--- src/rtl/div_share_ctrl.sv ---
// div_share_ctrl: shares one fixed-latency divider among N_REQ requesters.
// Requests are arbitrated round-robin. The winner's operands are held on the
// divider for DIV_LAT cycles. The quotient is returned with the requester ID
// over a valid/ready port. Divide-by-zero is answered directly with 8'hFF and
// an error flag, and the divider is not used for it.
module div_share_ctrl #(
    parameter int N_REQ   = 4,
    parameter int W       = 8,
    parameter int DIV_LAT = 8,
    parameter int ID_W    = 2
) (
    input  logic                 clk,
    input  logic                 rst_n,
    input  logic [N_REQ-1:0]     req_valid,
    output logic [N_REQ-1:0]     req_ready,
    input  logic [N_REQ*W-1:0]   req_a,
    input  logic [N_REQ*W-1:0]   req_b,
    output logic [W-1:0]         div_a,
    output logic [W-1:0]         div_b,
    output logic                 div_start,
    input  logic [W-1:0]         div_q,
    output logic                 rsp_valid,
    input  logic                 rsp_ready,
    output logic [ID_W-1:0]      rsp_id,
    output logic [W-1:0]         rsp_q,
    output logic                 rsp_err
);

    localparam int CNT_W = (DIV_LAT > 1) ? $clog2(DIV_LAT) : 1;
    localparam logic [CNT_W-1:0] CNT_LAST = CNT_W'(DIV_LAT - 1);

    typedef enum logic [1:0] {
        IDLE = 2'd0,
        BUSY = 2'd1,
        RESP = 2'd2
    } state_t;

    state_t              state_r;
    logic [ID_W-1:0]     rr_ptr_r;
    logic [CNT_W-1:0]    cnt_r;

    logic [ID_W:0]       pick_s;
    logic                grant_vld_s;
    logic [ID_W-1:0]     grant_id_s;
    logic [W-1:0]        sel_a_s;
    logic [W-1:0]        sel_b_s;

    // Round-robin search: returns {found, index} of the first valid requester
    // starting at ptr. Iterating from the far end lets the nearest hit win.
    function automatic logic [ID_W:0] rr_pick(input logic [N_REQ-1:0] valid,
                                              input logic [ID_W-1:0]  ptr);
        logic [ID_W:0]   res;
        logic [ID_W-1:0] idx;
        res = '0;
        for (int k = N_REQ - 1; k >= 0; k--) begin
            idx = ID_W'((int'(ptr) + k) % N_REQ);
            if (valid[idx]) begin
                res = {1'b1, idx};
            end else begin
                res = res;
            end
        end
        return res;
    endfunction

    assign grant_vld_s = pick_s[ID_W];
    assign grant_id_s  = pick_s[ID_W-1:0];
    assign sel_a_s     = req_a[int'(grant_id_s)*W +: W];
    assign sel_b_s     = req_b[int'(grant_id_s)*W +: W];

    // Arbitration and accept strobe; only offered in IDLE and never under reset.
    always_comb begin
        pick_s    = rr_pick(req_valid, rr_ptr_r);
        req_ready = '0;
        if (rst_n && (state_r == IDLE) && pick_s[ID_W]) begin
            req_ready = N_REQ'(1) << pick_s[ID_W-1:0];
        end else begin
            req_ready = '0;
        end
    end

    // Sequencer: accept, run the divider for DIV_LAT cycles, then hold the response.
    always_ff @(posedge clk or negedge rst_n) begin
        if (!rst_n) begin
            state_r   <= IDLE;
            rr_ptr_r  <= '0;
            cnt_r     <= '0;
            div_a     <= '0;
            div_b     <= '0;
            div_start <= 1'b0;
            rsp_valid <= 1'b0;
            rsp_id    <= '0;
            rsp_q     <= '0;
            rsp_err   <= 1'b0;
        end else begin
            case (state_r)
                IDLE: begin
                    div_start <= 1'b0;
                    rsp_valid <= 1'b0;
                    if (grant_vld_s) begin
                        rsp_id   <= grant_id_s;
                        rr_ptr_r <= ID_W'((int'(grant_id_s) + 1) % N_REQ);
                        if (sel_b_s == {W{1'b0}}) begin
                            // Answer divide-by-zero locally; divider inputs stay put.
                            rsp_q     <= {W{1'b1}};
                            rsp_err   <= 1'b1;
                            rsp_valid <= 1'b1;
                            state_r   <= RESP;
                        end else begin
                            div_a     <= sel_a_s;
                            div_b     <= sel_b_s;
                            div_start <= 1'b1;
                            rsp_err   <= 1'b0;
                            cnt_r     <= '0;
                            state_r   <= BUSY;
                        end
                    end else begin
                        state_r <= IDLE;
                    end
                end
                BUSY: begin
                    div_start <= 1'b0;
                    if (cnt_r == CNT_LAST) begin
                        rsp_q     <= div_q;
                        rsp_valid <= 1'b1;
                        cnt_r     <= '0;
                        state_r   <= RESP;
                    end else begin
                        cnt_r   <= cnt_r + CNT_W'(1);
                        state_r <= BUSY;
                    end
                end
                RESP: begin
                    div_start <= 1'b0;
                    if (rsp_ready) begin
                        rsp_valid <= 1'b0;
                        state_r   <= IDLE;
                    end else begin
                        rsp_valid <= 1'b1;
                        state_r   <= RESP;
                    end
                end
                default: begin
                    div_start <= 1'b0;
                    rsp_valid <= 1'b0;
                    cnt_r     <= '0;
                    state_r   <= IDLE;
                end
            endcase
        end
    end

endmodule

--- config.mk ---
export PLATFORM = sky130hd
export DESIGN_NAME = div_share_ctrl
export DESIGN_NICKNAME = d
export VERILOG_FILES = /design/src/rtl/div_share_ctrl.sv
export SDC_FILE = /design/constraint.sdc
export NUM_CORES = 1
export LEC_CHECK = 0
export ABC_AREA = 0
export CELL_PAD_IN_SITES_DETAIL_PLACEMENT = 0
export CELL_PAD_IN_SITES_GLOBAL_PLACEMENT = 1
export CORE_ASPECT_RATIO = 0.7
export CORE_UTILIZATION = 29
export CTS_CLUSTER_SIZE = 14
export DETAILED_ROUTE_END_ITERATION = 10
export PLACE_DENSITY = 0.86
export SYNTH_ARGS = -nofsm -noshare
export SYNTH_HDL_FRONTEND = slang
export SYNTH_SLANG_ARGS = --single-unit
--- constraint.sdc ---
create_clock -name clk -period 4.2 [get_ports clk]
set_input_delay 0.63 -clock clk [delete_from_list [all_inputs] [get_ports clk]]
set_output_delay 0.63 -clock clk [all_outputs]
set_load 0.02 [all_outputs]
==> insert_results.sql, run 1 <==
INSERT INTO impl_metrics (metric_group, metric, value, unit) VALUES
('global_route', 'track_usage', '16.1', '%'),
('timing', 'setup_tns', '0', 'ns'),
('setup_path', 'setup.worst_path.class', 'input port to output pin', ''),
('layout', 'layout.nets', '419', ''),
('floorplanning', 'initial_standard_cell_utilization_of_the_core', '29.9', '%'),
('cts', 'cts_made_buffers', '5', ''),
('timing', 'timing.slew.headroom', '71.1', '%'),
('logic_synthesis', 'syn_avg_cell_area', '9.89', 'um^2'),
('timing', 'timing.final.crit_share', '86.6', '%'),
('logic_synthesis', 'synth_area', '2180', 'um^2'),
('hold_path', 'timing.hold.worst.class', 'input port to asynchronous set/reset pin', ''),
('layout', 'syn_to_final_growth', '60.0', '%'),
('setup_path', 'crit_path_end_kind', 'output pin', ''),
('timing', 'worst_margin_pin_slew', '0.432', 'ns'),
('logic_synthesis', 'synthTopCellsByArea', 'dfrtp_1, nand2_1, mux2_4', ''),
('logic_synthesis', 'synth.area.mux_share', '10.1', '%'),
('status', 'run_status', 'completed', ''),
('power', 'leakage', '1.45', 'nW'),
('floorplanning', 'fp.dieArea', '7860', 'um^2'),
('cts', 'clk_root_buffer_cell', 'clkbuf_8', ''),
('floorplanning', 'core-area', '7290', 'um^2'),
('logic_synthesis', 'basic_gate_share_of_the_synthesized_area_counting_and_or_nand_and_nor_cells', '17.1', '%'),
('cts', 'clkSlewWorstSetupHoldPaths', '0.07', 'ns'),
('route', 'dr.pass1.iters', '4', ''),
('power', 'pwr_density_cell', '615', 'nW/um^2'),
('route', 'remaining_drc_errors', '0', ''),
('setup_path', 'required', '3.57', 'ns'),
('logic_synthesis', 'synth_xor_area_share', '0', '%'),
('global_route', 'antenna_found_initial', '0', ''),
('timing', 'timing.final.max_slew_violations', '0', ''),
('cts', 'postCtsResizedCells', '0', ''),
('logic_synthesis', 'synthAdderAreaFrac', '3.45', '%'),
('timing', 'fmaxAchievable', '275', 'MHz'),
('setup_path', 'worstPathArrival', '3.01', 'ns'),
('floorplanning', 'width_of_the_chip', '106', 'um'),
('logic_synthesis', 'post-synth-top-area-cell', 'dfrtp_1', ''),
('cts', 'cts_setup_buffers', '0', ''),
('floorplanning', 'die_y', '74.5', 'um'),
('floorplanning', 'io-pin-count', '112', ''),
('cts', 'cts_tree', 'done', ''),
('cts', 'cts_num_sinks', '36', ''),
('cts', 'worstSkewPairLatency', '0.29', 'ns'),
('cts', 'buffers_from_clock_root_to_sink_at_most', '2', ''),
('route', 'route.vias.total', '2081', ''),
('layout', 'post-route-cell-area', '3480', 'um^2'),
('placed_design', 'dpl-instance-area', '3390', 'um^2'),
('placed_design', 'post_detail_place_hpwl', '4790', 'um'),
('setup_path', 'ff2ff_path_depth', '9', ''),
('route', 'route.final.wire_length', '6110', 'um'),
('route', 'routed_wire_length_per_instance', '14.1', 'um'),
('layout', 'layout_cell_share_with_drive_strength_beyond_1', '10.1', '%'),
('placed_design', 'io_buffers', '111', ''),
('logic_synthesis', 'yosys.cell_types.count', '41', ''),
('timing', 'skew', '0.00759', 'ns'),
('logic_synthesis', 'synth_compound_area_share', '23.3', '%'),
('route', 'drt.antenna.violating_nets', '0', ''),
('job', 'maximum_capacitance_violations', '0', ''),
('logic_synthesis', 'syn-instance-count', '220', ''),
('route', 'drt_iter0_drc', '68', ''),
('timing', 'report.final.setup_viol', '0', ''),
('cts', 'quantity_of_hold_fixing_buffers_added_after_cts', '0', ''),
('power', 'max-vdd-ir-drop', '0.261', 'mV'),
('timing', 'period_needed', '3.64', 'ns'),
('timing', 'rsz_0062_raised_after_global_routing', 'false', ''),
('setup_path', 'endpoint_of_the_most_critical_register_to_register_path', 'div_a[6]', ''),
('timing', 'final_hold_viol_count', '0', ''),
('setup_path', 'reg2reg_from', 'rr_ptr_r[1]', ''),
('setup_path', 'critical_path_peak_fanout', '35', ''),
('global_route', 'grt_start_max_net_pins', '36', ''),
('setup_path', 'critPathLaunchType', 'input port', ''),
('logic_synthesis', 'synth.yosys.seq_area_share', '41.4', '%');
-- metrics by stage --
step	setup slack, ns	hold slack (ns)	cells	utilization (%)	power (mW)
after floorplan	1.02	0.334	220	-	1.39
after global placement	0.429	0.464	425	46.5	1.88
after detailed placement	0.331	0.480	425	46.5	1.91
after CTS	0.546	0.282	433	47.8	2.17
after global routing	0.351	0.290	433	47.8	2.31
final	0.564	0.267	433	47.8	2.14
-- per-layer routing --
metal  part of all wire, %  track usage, %
met4                  0.79            4.17
met1                    48            21.7
met5                     0               0
met3                   6.6            5.17
met2                    45            25.4
-- kinds of logic (layout without fill, tap and decap cells) --
logic type               after synthesis  after routing
AO/OA/AOI/OAI                         66             66
adder cells (fa/ha/maj)                6              6
buffers and inverters                 16            131
flip-flops                            36             36
multiplexers                          17             17
AND/OR/NAND/NOR                       79             79
-- cell usage in the layout (no fill, tap or decap), types with 3 or more instances in the layout --
cell	n
clkdlybuf4s50_1	110
nand2_1	43
dfrtp_1	36
a21boi_0	14
a211oi_1	14
nor2_1	13
and3_1	12
a31oi_1	8
mux2_4	8
o22a_1	8
ha_1	6
clkbuf_8	6
buf_4	6
o22ai_1	4
o21ai_0	4
mux2_2	4
mux2_1	4
inv_1	3
-- synth_stat cells --
| library cell | n |
|---|---|
| a21o_1 | 1 |
| a31oi_1 | 8 |
| o22ai_1 | 4 |
| or4_1 | 1 |
| a21boi_0 | 14 |
| nor2_1 | 13 |
| and2b_1 | 1 |
| o21bai_1 | 1 |
| mux2_1 | 4 |
| inv_2 | 1 |
| buf_2 | 1 |
| a221o_1 | 1 |
| a32o_1 | 2 |
| nor4_1 | 1 |
| dfrtp_1 | 36 |
| o211ai_1 | 1 |
| nor3_1 | 2 |
| a211oi_1 | 14 |
| mux2_2 | 4 |
| a22oi_4 | 1 |
| a21oi_1 | 2 |
| buf_12 | 1 |
| nand2_8 | 1 |
| ha_1 | 6 |
| inv_1 | 3 |
| a211oi_2 | 2 |
| o22a_1 | 8 |
| mux2i_1 | 1 |
| nor3_2 | 1 |
| and2_1 | 1 |
| mux2_4 | 8 |
| clkbuf_1 | 6 |
| nand2_1 | 43 |
| and3_1 | 12 |
| nand2b_1 | 1 |
| clkinv_1 | 1 |
| nor2b_1 | 2 |
| a21boi_1 | 2 |
| buf_6 | 3 |
| o21ai_0 | 4 |
| a31o_2 | 1 |
-- final cells by class --
class,instances,area (um^2)
fill,691,3800
multi-input combinational,168,1170
timing repair buffer,118,1170
sequential,36,901
tap,98,123
clock buffer,7,86.3
inverter,5,18.8
clock inverter,1,7.51
-- worst max path at each step --
stage	from	to	slack (ns)	depth (start not counted)
4_1_cts	req_valid[2]	req_ready[1]	0.55	9
5_1_grt	req_valid[2]	req_ready[0]	0.35	9
6_report	req_valid[2]	req_ready[1]	0.56	9
3_3_place_gp	req_valid[0]	div_a[7]	0.43	10
2_1_floorplan	req_valid[2]	div_a[0]	1.02	12
3_5_place_dp	req_valid[0]	div_a[6]	0.33	10
-- worst max-delay path: stages --
cell	delay, ns
clkdlybuf4s50_1	0.51
nor2b_1	0.18
a221o_1	0.17
and2_1	0.17
buf_12	0.20
clkinv_1	0.22
ha_1	0.24
and3_1	0.15
clkdlybuf4s50_1	0.53
-- sequential cells by signal, indices dropped and copies added (netlist names) --
signal,cells
rsp_id,2
state_r,2
rsp_valid,1
rsp_err,1
rr_ptr_r,2
div_a,8
div_b,8
div_start,1
cnt_r,3
rsp_q,8
-- power breakdown --
| group | switching, mW | total, mW | internal (mW) |
|---|---|---|---|
| registers | 0.103 | 0.616 | 0.513 |
| clock network | 0.118 | 0.252 | 0.133 |
| logic | 0.634 | 1.27 | 0.640 |
| total | 0.856 | 2.14 | 1.29 |
(Power assumes the default switching activity.)
==> inputs of run 2 (changes only) <==
--- a/config.mk
+++ b/config.mk
@@ -9,10 +9,10 @@
 export CELL_PAD_IN_SITES_DETAIL_PLACEMENT = 0
 export CELL_PAD_IN_SITES_GLOBAL_PLACEMENT = 1
 export CORE_ASPECT_RATIO = 0.7
-export CORE_UTILIZATION = 29
+export CORE_UTILIZATION = 31
 export CTS_CLUSTER_SIZE = 14
 export DETAILED_ROUTE_END_ITERATION = 10
-export PLACE_DENSITY = 0.86
+export PLACE_DENSITY = 0.91
 export SYNTH_ARGS = -nofsm -noshare
 export SYNTH_HDL_FRONTEND = slang
 export SYNTH_SLANG_ARGS = --single-unit
==> constraint.sdc (replaced) <==
create_clock -name clk -period 4.5 [get_ports clk]
set_input_delay 0.675 -clock clk [delete_from_list [all_inputs] [get_ports clk]]
set_output_delay 0.675 -clock clk [all_outputs]
set_load 0.02 [all_outputs]
==> run 2 against run 1 <==
  * Hold slack better by 0.037 ns
  * Routed wire length down 0.57%
  * Critical path depth unchanged
  * Die area decreased by 6.3%
  * Highest routed layer unchanged
==> insert_results.sql, run 2 (synthesis gave the netlist of run 1 again) <==
INSERT INTO impl_metrics (metric_group, metric, value, unit) VALUES
('route', 'remaining_drc_errors', '0', ''),
('layout', 'syn_to_final_growth', '59.9', '%'),
('route', 'post_dr_vias_cell', '4.89', ''),
('cts', 'cts_tree', 'done', ''),
('route', 'route.vias.total', '2106', ''),
('setup_path', 'worstPathCellList', 'clkdlybuf4s50_1, nor2b_1, a221o_1, and2_1, buf_4, clkinv_1, ha_1, and3_1, clkdlybuf4s50_1', ''),
('cts', 'postCtsResizedCells', '0', ''),
('power', 'power.combinational.fraction', '59.8', '%'),
('timing', 'worst_margin_pin_slew', '0.667', 'ns'),
('cts', 'cts_num_sinks', '36', ''),
('timing', 'report.final.setup_viol', '0', ''),
('setup_path', 'cpMaxStageDelayCell', 'and2_1', ''),
('layout', 'post-route-cell-area', '3480', 'um^2'),
('setup_path', 'endpoint_of_the_most_critical_register_to_register_path', 'div_b[7]', ''),
('cts', 'worstSkewPairLatency', '0.28', 'ns'),
('layout', 'layout.nets', '421', ''),
('cts', 'cts_made_buffers', '5', ''),
('placed_design', 'post_detail_place_hpwl', '4630', 'um'),
('placed_design', 'io_buffers', '111', ''),
('layout', 'layout_cell_share_with_drive_strength_beyond_1', '11.0', '%'),
('setup_path', 'crit_family', 'buffers and inverters', ''),
('cts', 'buffers_from_clock_root_to_sink_at_most', '2', ''),
('floorplanning', 'fp.dieArea', '7360', 'um^2'),
('placed_design', 'place_congestion', '0.719', ''),
('power', 'p_clk_share', '11.8', '%'),
('floorplanning', 'rows', '25', ''),
('route', 'drt.antenna.violating_nets', '0', ''),
('global_route', 'antenna_found_initial', '0', ''),
('cts', 'h-tree-depth', '2', ''),
('floorplanning', 'core-area', '6760', 'um^2'),
('global_route', 'grt_start_max_net_pins', '24', ''),
('setup_path', 'required', '3.83', 'ns'),
('setup_path', 'worstPathBufferInverterCount', '4', ''),
('timing', 'setup_tns', '0', 'ns'),
('timing', 'timing.final.max_slew_violations', '0', ''),
('timing', 'final_hold_viol_count', '0', ''),
('hold_path', 'timing.hold.worst.class', 'input port to asynchronous set/reset pin', ''),
('setup_path', 'critPathLaunchType', 'input port', ''),
('global_route', 'track_usage', '16.9', '%'),
('power', 'max-vdd-ir-drop', '0.200', 'mV'),
('global_route', 'grt_first_pass_wirelength', '9580', 'um'),
('status', 'run_status', 'completed', ''),
('setup_path', 'cpPeakStageDelay', '0.56', 'ns'),
('setup_path', 'worstPathArrival', '3.40', 'ns'),
('timing', 'timing.slew.headroom', '55.5', '%'),
('timing', 'fmaxAchievable', '245', 'MHz'),
('timing', 'skew', '0.00351', 'ns'),
('timing', 'timing.final.crit_share', '90.7', '%'),
('power', 'leakage', '1.46', 'nW'),
('layout', 'biggestRegsByFlops', 'div_a: 8 flops, div_b: 8 flops, rsp_q: 8 flops', ''),
('power', 'pwr_density_cell', '574', 'nW/um^2'),
('floorplanning', 'io-pin-count', '112', ''),
('setup_path', 'critical_path_peak_fanout', '18', ''),
('route', 'dr.pass1.iters', '4', ''),
('route', 'route.final.wire_length', '6070', 'um'),
('floorplanning', 'initial_standard_cell_utilization_of_the_core', '32.2', '%'),
('setup_path', 'startpoint', 'req_valid[2]', ''),
('layout', 'layout_commonest_cell', 'clkdlybuf4s50_1', ''),
('power', 'switching_share', '40.1', '%'),
('power', 'internal-power', '1.20', 'mW'),
('cts', 'clk_root_buffer_cell', 'clkbuf_8', ''),
('layout', 'num_antenna_cells', '0', ''),
('floorplanning', 'die_y', '72.1', 'um'),
('route', 'drt_iter0_drc', '55', ''),
('power', 'power_frac_seq', '28.4', '%'),
('job', 'maximum_capacitance_violations', '0', ''),
('global_route', 'grt_overflow_total', '0', ''),
('setup_path', 'setup.reg_to_reg.worst_slack', '1.21', 'ns'),
('cts', 'clkSlewWorstSetupHoldPaths', '0.07', 'ns'),
('setup_path', 'critPathMostFrequentCell', 'clkdlybuf4s50_1', ''),
('route', 'routed_wire_length_per_instance', '14.1', 'um'),
('setup_path', 'setup.worst_path.class', 'input port to output pin', ''),
('cts', 'cts_setup_buffers', '0', ''),
('power', 'netSwitchingPower', '0.801', 'mW'),
('global_route', 'via_count_of_the_first_global_routing_pass', '2020', ''),
('cts', 'quantity_of_hold_fixing_buffers_added_after_cts', '0', ''),
('timing', 'period_needed', '4.08', 'ns'),
('setup_path', 'crit_path_end_kind', 'output pin', ''),
('layout', 'leading_cell_types_in_the_layout_fill_and_taps_excluded', 'clkdlybuf4s50_1, nand2_1, dfrtp_1', ''),
('setup_path', 'critical_path.endpoint', 'req_ready[0]', ''),
('floorplanning', 'width_of_the_chip', '102', 'um'),
('setup_path', 'ff2ff_path_depth', '8', ''),
('placed_design', 'dpl-instance-area', '3390', 'um^2'),
('timing', 'rsz_0062_raised_after_global_routing', 'false', ''),
('setup_path', 'crit_cells', '9', ''),
('setup_path', 'reg2reg_from', 'rr_ptr_r[1]', '');
run 2: final cells by class:
type                       count  area [um^2]
inverter                       5         18.8
multi-input combinational    168         1170
fill                         644         3280
clock buffer                   6         82.6
tap                           94          118
sequential                    36          901
timing repair buffer         120         1170
clock inverter                 2         10.0
run 2: worst reg2reg max path: cells and delay by family (launching register included):
kind,cells,cell delay (ns)
mux,1,0.36
flops,1,0.45
simple gates,4,1.47
compound gates,3,0.89
run 2: routing by layer:
layer | share of wire, % | GRT usage, % | vias up
met4 | 0.97 | 4.92 | 0
met3 | 6.6 | 4.91 | 6
met5 | 0 | 0 | -
li1 | - | - | 1032
met2 | 47 | 27.4 | 63
met1 | 45 | 21.8 | 1005
run 2: stage by stage:
| step | setup WS (ns) | hold slack (ns) | power (mW) | instances | util, % |
|---|---|---|---|---|---|
| 5_1_grt | 0.266 | 0.320 | 2.15 | 431 | 51.5 |
| 3_5_place_dp | 0.390 | 0.470 | 1.78 | 423 | 50.1 |
| 2_1_floorplan | 1.27 | 0.379 | 1.30 | 220 | - |
| 4_1_cts | 0.412 | 0.305 | 2.02 | 431 | 51.5 |
| 6_report | 0.420 | 0.303 | 2.00 | 431 | 51.5 |
| 3_3_place_gp | 0.511 | 0.468 | 1.75 | 423 | 50.1 |
run 2: worst min path at each step:
stage                     slack [ns]         to
after detailed placement        0.47  rsp_id[0]
after global routing            0.32   div_b[7]
after floorplan                 0.38   cnt_r[0]
after global placement          0.47    rsp_err
after CTS                       0.30   div_a[7]
final                           0.30   div_a[6]
run 2: power by group through the flow:
stage	registers, mW	clock network (mW)	logic, mW
2_1_floorplan	0.718	0	0.579
3_3_place_gp	0.567	0	1.18
3_5_place_dp	0.574	0	1.21
4_1_cts	0.569	0.246	1.21
5_1_grt	0.588	0.262	1.30
6_report	0.567	0.236	1.20
==> patch 1 (config.mk and constraints of run 1) <==
Set the parameter `ID_W` to 4 (it was 2).
--- a/src/rtl/div_share_ctrl.sv
+++ b/src/rtl/div_share_ctrl.sv
@@ -7,7 +7,7 @@
     parameter int N_REQ   = 4,
     parameter int W       = 8,
     parameter int DIV_LAT = 8,
-    parameter int ID_W    = 2
+    parameter int ID_W    = 4
 ) (
     input  logic                 clk,
     input  logic                 rst_n,
Ports: changed (resized rsp_id); port bits go from 112 to 114. The function was not compared with the original's and may differ.
==> patch 1 against run 1 <==
Power grew 2.8%; critical path type unchanged; synthesized area is 0.86% higher; hold slack better by 0.21 ns; clock skew shrank 0.0018 ns; cell area grew 0.90%; routed wire length is 2.6% higher; setup slack lost 0.14 ns; sequential cell count did not move; clock power is 20% higher; register-to-register slack improved by 0.08 ns.
==> patch 1: results (changes against run 1) <==
| Metric | Value |
|---|---|
| Status | `completed` |
| Synth async-reset ratio | `1.00 (unchanged)` |
| Non-filler cells, final | `438 (+1.2%)` |
| IO Port Bufs | `111 (unchanged)` |
| FILL cells | `703 (+1.7%)` |
| Post_cts resized | `0 (unchanged)` |
| WP data arrival | `3.15 ns (+0.14 ns)` |
| Top_reg_cell synth | `dfrtp_1` |
| # diodes | `0 (unchanged)` |
| DP Area | `3400 µm² (+0.41%)` |
| Sequential area share after synthesis | `0.410 (-0.00354)` |
| Clock skew | `0.00582 ns (-0.00177 ns)` |
| Clk buf depth | `2 (unchanged)` |
| Hold WC Path Type | `primary input to async pin` |
| Biggest regs | `div_a x8, div_b x8, rsp_q x8` |
| Leakage power | `0.00149 µW (+2.7%)` |
| Residual DRC | `0 (unchanged)` |
| R2r setup slk | `1.11 ns (+0.08 ns)` |
| Top post-synthesis cells by area | `dfrtp_1 41%, nand2_1 7.4%, a211oi_1 5.5%` |
| Number of buffers created by CTS | `5 (unchanged)` |
| Dpl hpwl | `4.75 mm (-0.77%)` |
| Wire per inst | `14.3 µm (+1.4%)` |
| Drt first pass iters | `4 (unchanged)` |
| Synth warn | `0 (unchanged)` |
| Postcts setup bufs | `0 (unchanged)` |
| Initial antenna violation count | `0 (unchanged)` |
| Largest net degree at the start of global routing | `37 (+2.8%)` |
| Vias in the first global route | `2075 (+1.5%)` |
| Worst skew pair latency | `0.28 ns` |
| Nets | `424 (+1.2%)` |
| Iter 0 DRT Violations | `31 (-54%)` |
| GRT Overall Usage | `0.160 (-0.00141)` |
| Share of layout cells above drive strength 1 | `0.118 (+0.0162)` |
| Placer Congestion | `0.780 (+2.3%)` |
| Leading post-synthesis cells by instance count | `43 x nand2_1, 36 x dfrtp_1, 16 x a211oi_1, 16 x a21boi_0, 15 x nor2_1` |
| Post-synth cell types | `41 (unchanged)` |
| Critical Path Source | `req_valid[2]` |
| H-tree depth | `2 (unchanged)` |
| Post-Synthesis Cells | `224 (+1.8%)` |
| Clock-pin slew on the worst setup and hold paths | `0.08 ns` |
| First-pass GRT wire length | `9.85 mm (unchanged)` |
| Vias/cell | `4.78 (-0.52%)` |
| Placed insts | `430 (+1.2%)` |
| Clock root buffer | `clkbuf_8` |
| Dpl ws | `0.401 ns (+0.0695 ns)` |
| Fin crit share | `0.900 (+0.0340)` |
| Max IR drop VDD | `264 µV (+1.0%)` |
| Worst r2r src | `rr_ptr_r[1]` |
| CP Max Fanout | `35 (unchanged)` |
## patch 1: stage by stage
stage | total power (µW) | hold WS [ns]
after floorplan | 1410 | 0.334
after global placement | 1890 | 0.471
after detailed placement | 1920 | 0.472
after CTS | 2230 | 0.490
after global routing | 2360 | 0.518
final | 2200 | 0.480
## patch 1: per-layer routing
layer,wire length [µm],part of all wire,vias to the layer above,GRT usage
met5,0,0,-,0
met4,34,0.0054,0,0.0262
met3,437,0.070,6,0.0537
met2,2840,0.45,66,0.265
met1,2950,0.47,982,0.209
li1,-,-,1040,-
## patch 1: power breakdown
group | switching, µW | total [µW] | internal, µW
clock network | 127 | 303 | 176
logic | 636 | 1280 | 647
registers | 104 | 617 | 514
total | 867 | 2200 | 1340
## patch 1: worst paths after layout
kind | cells after the start | endpoint
min in group clk | 1 | rsp_err
max reg2reg | 9 | div_b[7]
max in group asynchronous | 2 | div_b[0]
max | 9 | req_ready[0]
min | 2 | cnt_r[2]
min reg2reg | 1 | rsp_err
## patch 1: cell type report
cell class | count | area [µm²] | area share
clock buffer | 5 | 68.8 | 0.0196
clock inverter | 3 | 42.5 | 0.0121
inverter | 5 | 18.8 | 0.00534
multi-input combinational | 172 | 1190 | 0.340
sequential | 36 | 901 | 0.256
tap | 98 | 123 | 0.0349
timing repair buffer | 119 | 1170 | 0.332
## patch 1: logic make-up (layout without fill, tap and decap cells)
group                    after synthesis  count (layout)  synth area share
AO/OA/AOI/OAI                         64              64             0.223
adder cells (fa/ha/maj)                6               6            0.0342
buffers and inverters                 17             132            0.0473
flip-flops                            36              36             0.410
multiplexers                          17              17             0.100
other                                  1               2           0.00171
AND/OR/NAND/NOR                       83              83             0.183
## patch 1: worst max-delay path, cell delays in order
cell and delay, ns:
clkdlybuf4s50_1 0.52, nor2b_1 0.21, a221o_1 0.20, and2_1 0.13, buf_4 0.32, clkinv_1 0.20, ha_1 0.21, and3_1 0.16
clkdlybuf4s50_1 0.55
==> patch 2 (flow settings as in run 1) <==
Without the edit above. Encoding of `state_t`: now one-hot (3 bits for 3 states).
--- a/src/rtl/div_share_ctrl.sv
+++ b/src/rtl/div_share_ctrl.sv
@@ -29,10 +29,10 @@
     localparam int CNT_W = (DIV_LAT > 1) ? $clog2(DIV_LAT) : 1;
     localparam logic [CNT_W-1:0] CNT_LAST = CNT_W'(DIV_LAT - 1);
 
-    typedef enum logic [1:0] {
-        IDLE = 2'd0,
-        BUSY = 2'd1,
-        RESP = 2'd2
+    typedef enum logic [2:0] {
+        IDLE = 3'b001,
+        BUSY = 3'b010,
+        RESP = 3'b100
     } state_t;
 
     state_t              state_r;
Formal check against the unedited RTL: no difference found for any inputs over 4 cycles, from zero or initial values and one cycle with rst_n low; so few cycles prove little.
==> patch 2 against run 1 <==
Hold slack got worse by 0.0088 ns; sequential cell count is 1 higher; power grew 7.3%; routed wire length rose by 6.2%; die area up 7.5%; sequential power up 1%; synthesized area increased by 7.7%; setup slack worse by 0.15 ns; cell area increased by 6.1%.
==> patch 2: results (changes against run 1) <==
| Metric | Value |
|---|---|
| Status | `completed` |
| GRT Overall Usage | `0.155 (-0.00615)` |
| R2r worst-path depth | `9 (unchanged)` |
| Vias | `2255 (+8.4%)` |
| Leakage power | `0.00154 µW (+6.3%)` |
| Drt total wl | `6.49 mm (+6.2%)` |
| Worst skew pair latency | `about 0.28 ns` |
| Drt first pass iters | `4 (unchanged)` |
| Largest net degree at the start of global routing | `36 (unchanged)` |
| Worst r2r dst | `div_a[7]` |
| Slew HR | `0.573 (-0.138)` |
| Nets | `446 (+6.4%)` |
| Dpl hpwl | `5.13 mm (+7.2%)` |
| Clock skew | `0.00411 ns (-0.00348 ns)` |
| IO Port Bufs | `111 (unchanged)` |
| Clock root buffer | `clkbuf_16` |
| Postcts setup bufs | `0 (unchanged)` |
| Top_reg_cell synth | `dfrtp_1` |
| Met3 Wirelength | `394 µm (-2.7%)` |
| Worst r2r src | `rr_ptr_r[1]` |
| Hold WC Path Type | `primary input to async pin` |
| Syn_nets | `335 (+9.8%)` |
| FILL cells | `754 (+9.1%)` |
| Placed insts | `455 (+7.1%)` |
| Leading post-synthesis cells by instance count | `44 x nand2_1, 36 x dfrtp_1, 30 x nor2_1` |
| R2r setup slk | `1.11 ns (+0.08 ns)` |
| Synth warn | `0 (unchanged)` |
| Iter 0 DRT Violations | `59 (-13%)` |
| Placer Congestion | `0.768 (+0.84%)` |
| WP data arrival | `3.15 ns (+0.14 ns)` |
| Global-route met3 utilization | `0.0493 (-0.00239)` |
| Sequential area share after synthesis | `0.396 (-0.0184)` |
| First-pass GRT wire length | `10.1 mm (+3.0%)` |
| Post-synth cell types | `44 (+7.3%)` |
| Clock-pin slew on the worst setup and hold paths | `0.05 ns (-0.02 ns)` |
| Synth async-reset ratio | `1.00 (unchanged)` |
| Max IR drop VDD | `382 µV (+46%)` |
| DP Area | `3540 µm² (+4.4%)` |
| Dpl ws | `0.381 ns (+0.0499 ns)` |
| Critical Path Source | `req_valid[2]` |
| Metal-1 WL | `3.03 mm (+4.5%)` |
| Met2 routed wirelength | `3.01 mm (+9.4%)` |
| Fin. max-slew vios | `0 (unchanged)` |
| CP Max Fanout | `35 (unchanged)` |
| Initial antenna violation count | `0 (unchanged)` |
| Fin crit share | `0.900 (+0.0346)` |
| Vias in the first global route | `2139 (+4.6%)` |
| Avg Cell Area, Syn | `9.37 µm² (-5.2%)` |
| Share of layout cells above drive strength 1 | `0.113 (+0.0118)` |
| M2 GR Usage | `0.244 (-0.0104)` |
| Top Metal Used | `met4` |
| GR Util met1 | `0.207 (-0.00905)` |
| Top post-synthesis cells by area | `dfrtp_1 38%, nand2_1 7.0%, a211oi_1 5.1%` |
| Vias/cell | `4.87 (+1.3%)` |
| # diodes | `0 (unchanged)` |
[patch 2: cell count changes after synthesis, moves of 4 or more]
cell,before,now
mux2_2,4,9
a21oi_4,0,7
nor2_1,13,30
mux2_1,4,8
o22a_1,8,0
mux2_4,8,0
[patch 2: critical path: stages]
cell             delay [ns]
clkdlybuf4s50_1        0.52
nor2b_1                0.20
a221o_1                0.19
and2_1                 0.13
buf_4                  0.33
clkinv_1               0.22
ha_1                   0.22
and3_1                 0.16
clkdlybuf4s50_1        0.53
[patch 2: cell type report]
class / count / area [µm²] / area share
inverter: 5 / 18.8 / 0.00508
sequential: 37 / 927 / 0.251
timing repair buffer: 118 / 1160 / 0.314
multi-input combinational: 194 / 1310 / 0.353
clock inverter: 1 / 5.00 / 0.00136
clock buffer: 7 / 153 / 0.0413
tap: 101 / 126 / 0.0342
[patch 2: how the worst min path moves through the flow]
stage,startpoint,end,slack [ns],cells past startpoint
after floorplan,rst_n,cnt_r[0],0.33,0
after global placement,rsp_err,rsp_err,0.46,2
after detailed placement,rsp_err,rsp_err,0.47,2
final,rst_n,div_b[4],0.26,1
after global routing,rst_n,div_b[3],0.28,1
after CTS,rst_n,div_b[7],0.26,1
[patch 2: report_power, final]
part / switching, µW / internal [µW] / leakage [µW]
clock network: 134 / 251 / 0.0000799
logic: 658 / 630 / 0.00101
registers: 101 / 525 / 0.000443
total: 892 / 1410 / 0.00154
[patch 2: cell families after synthesis]
family                     Yosys count  share of synthesized area
AOI/OAI and AO/OA                   67                      0.233
adders and majority gates            6                     0.0320
muxes                               18                     0.0860
DFF                                 37                      0.396
and+or+nand+nor                    103                      0.206
buffers and inverters               19                     0.0475
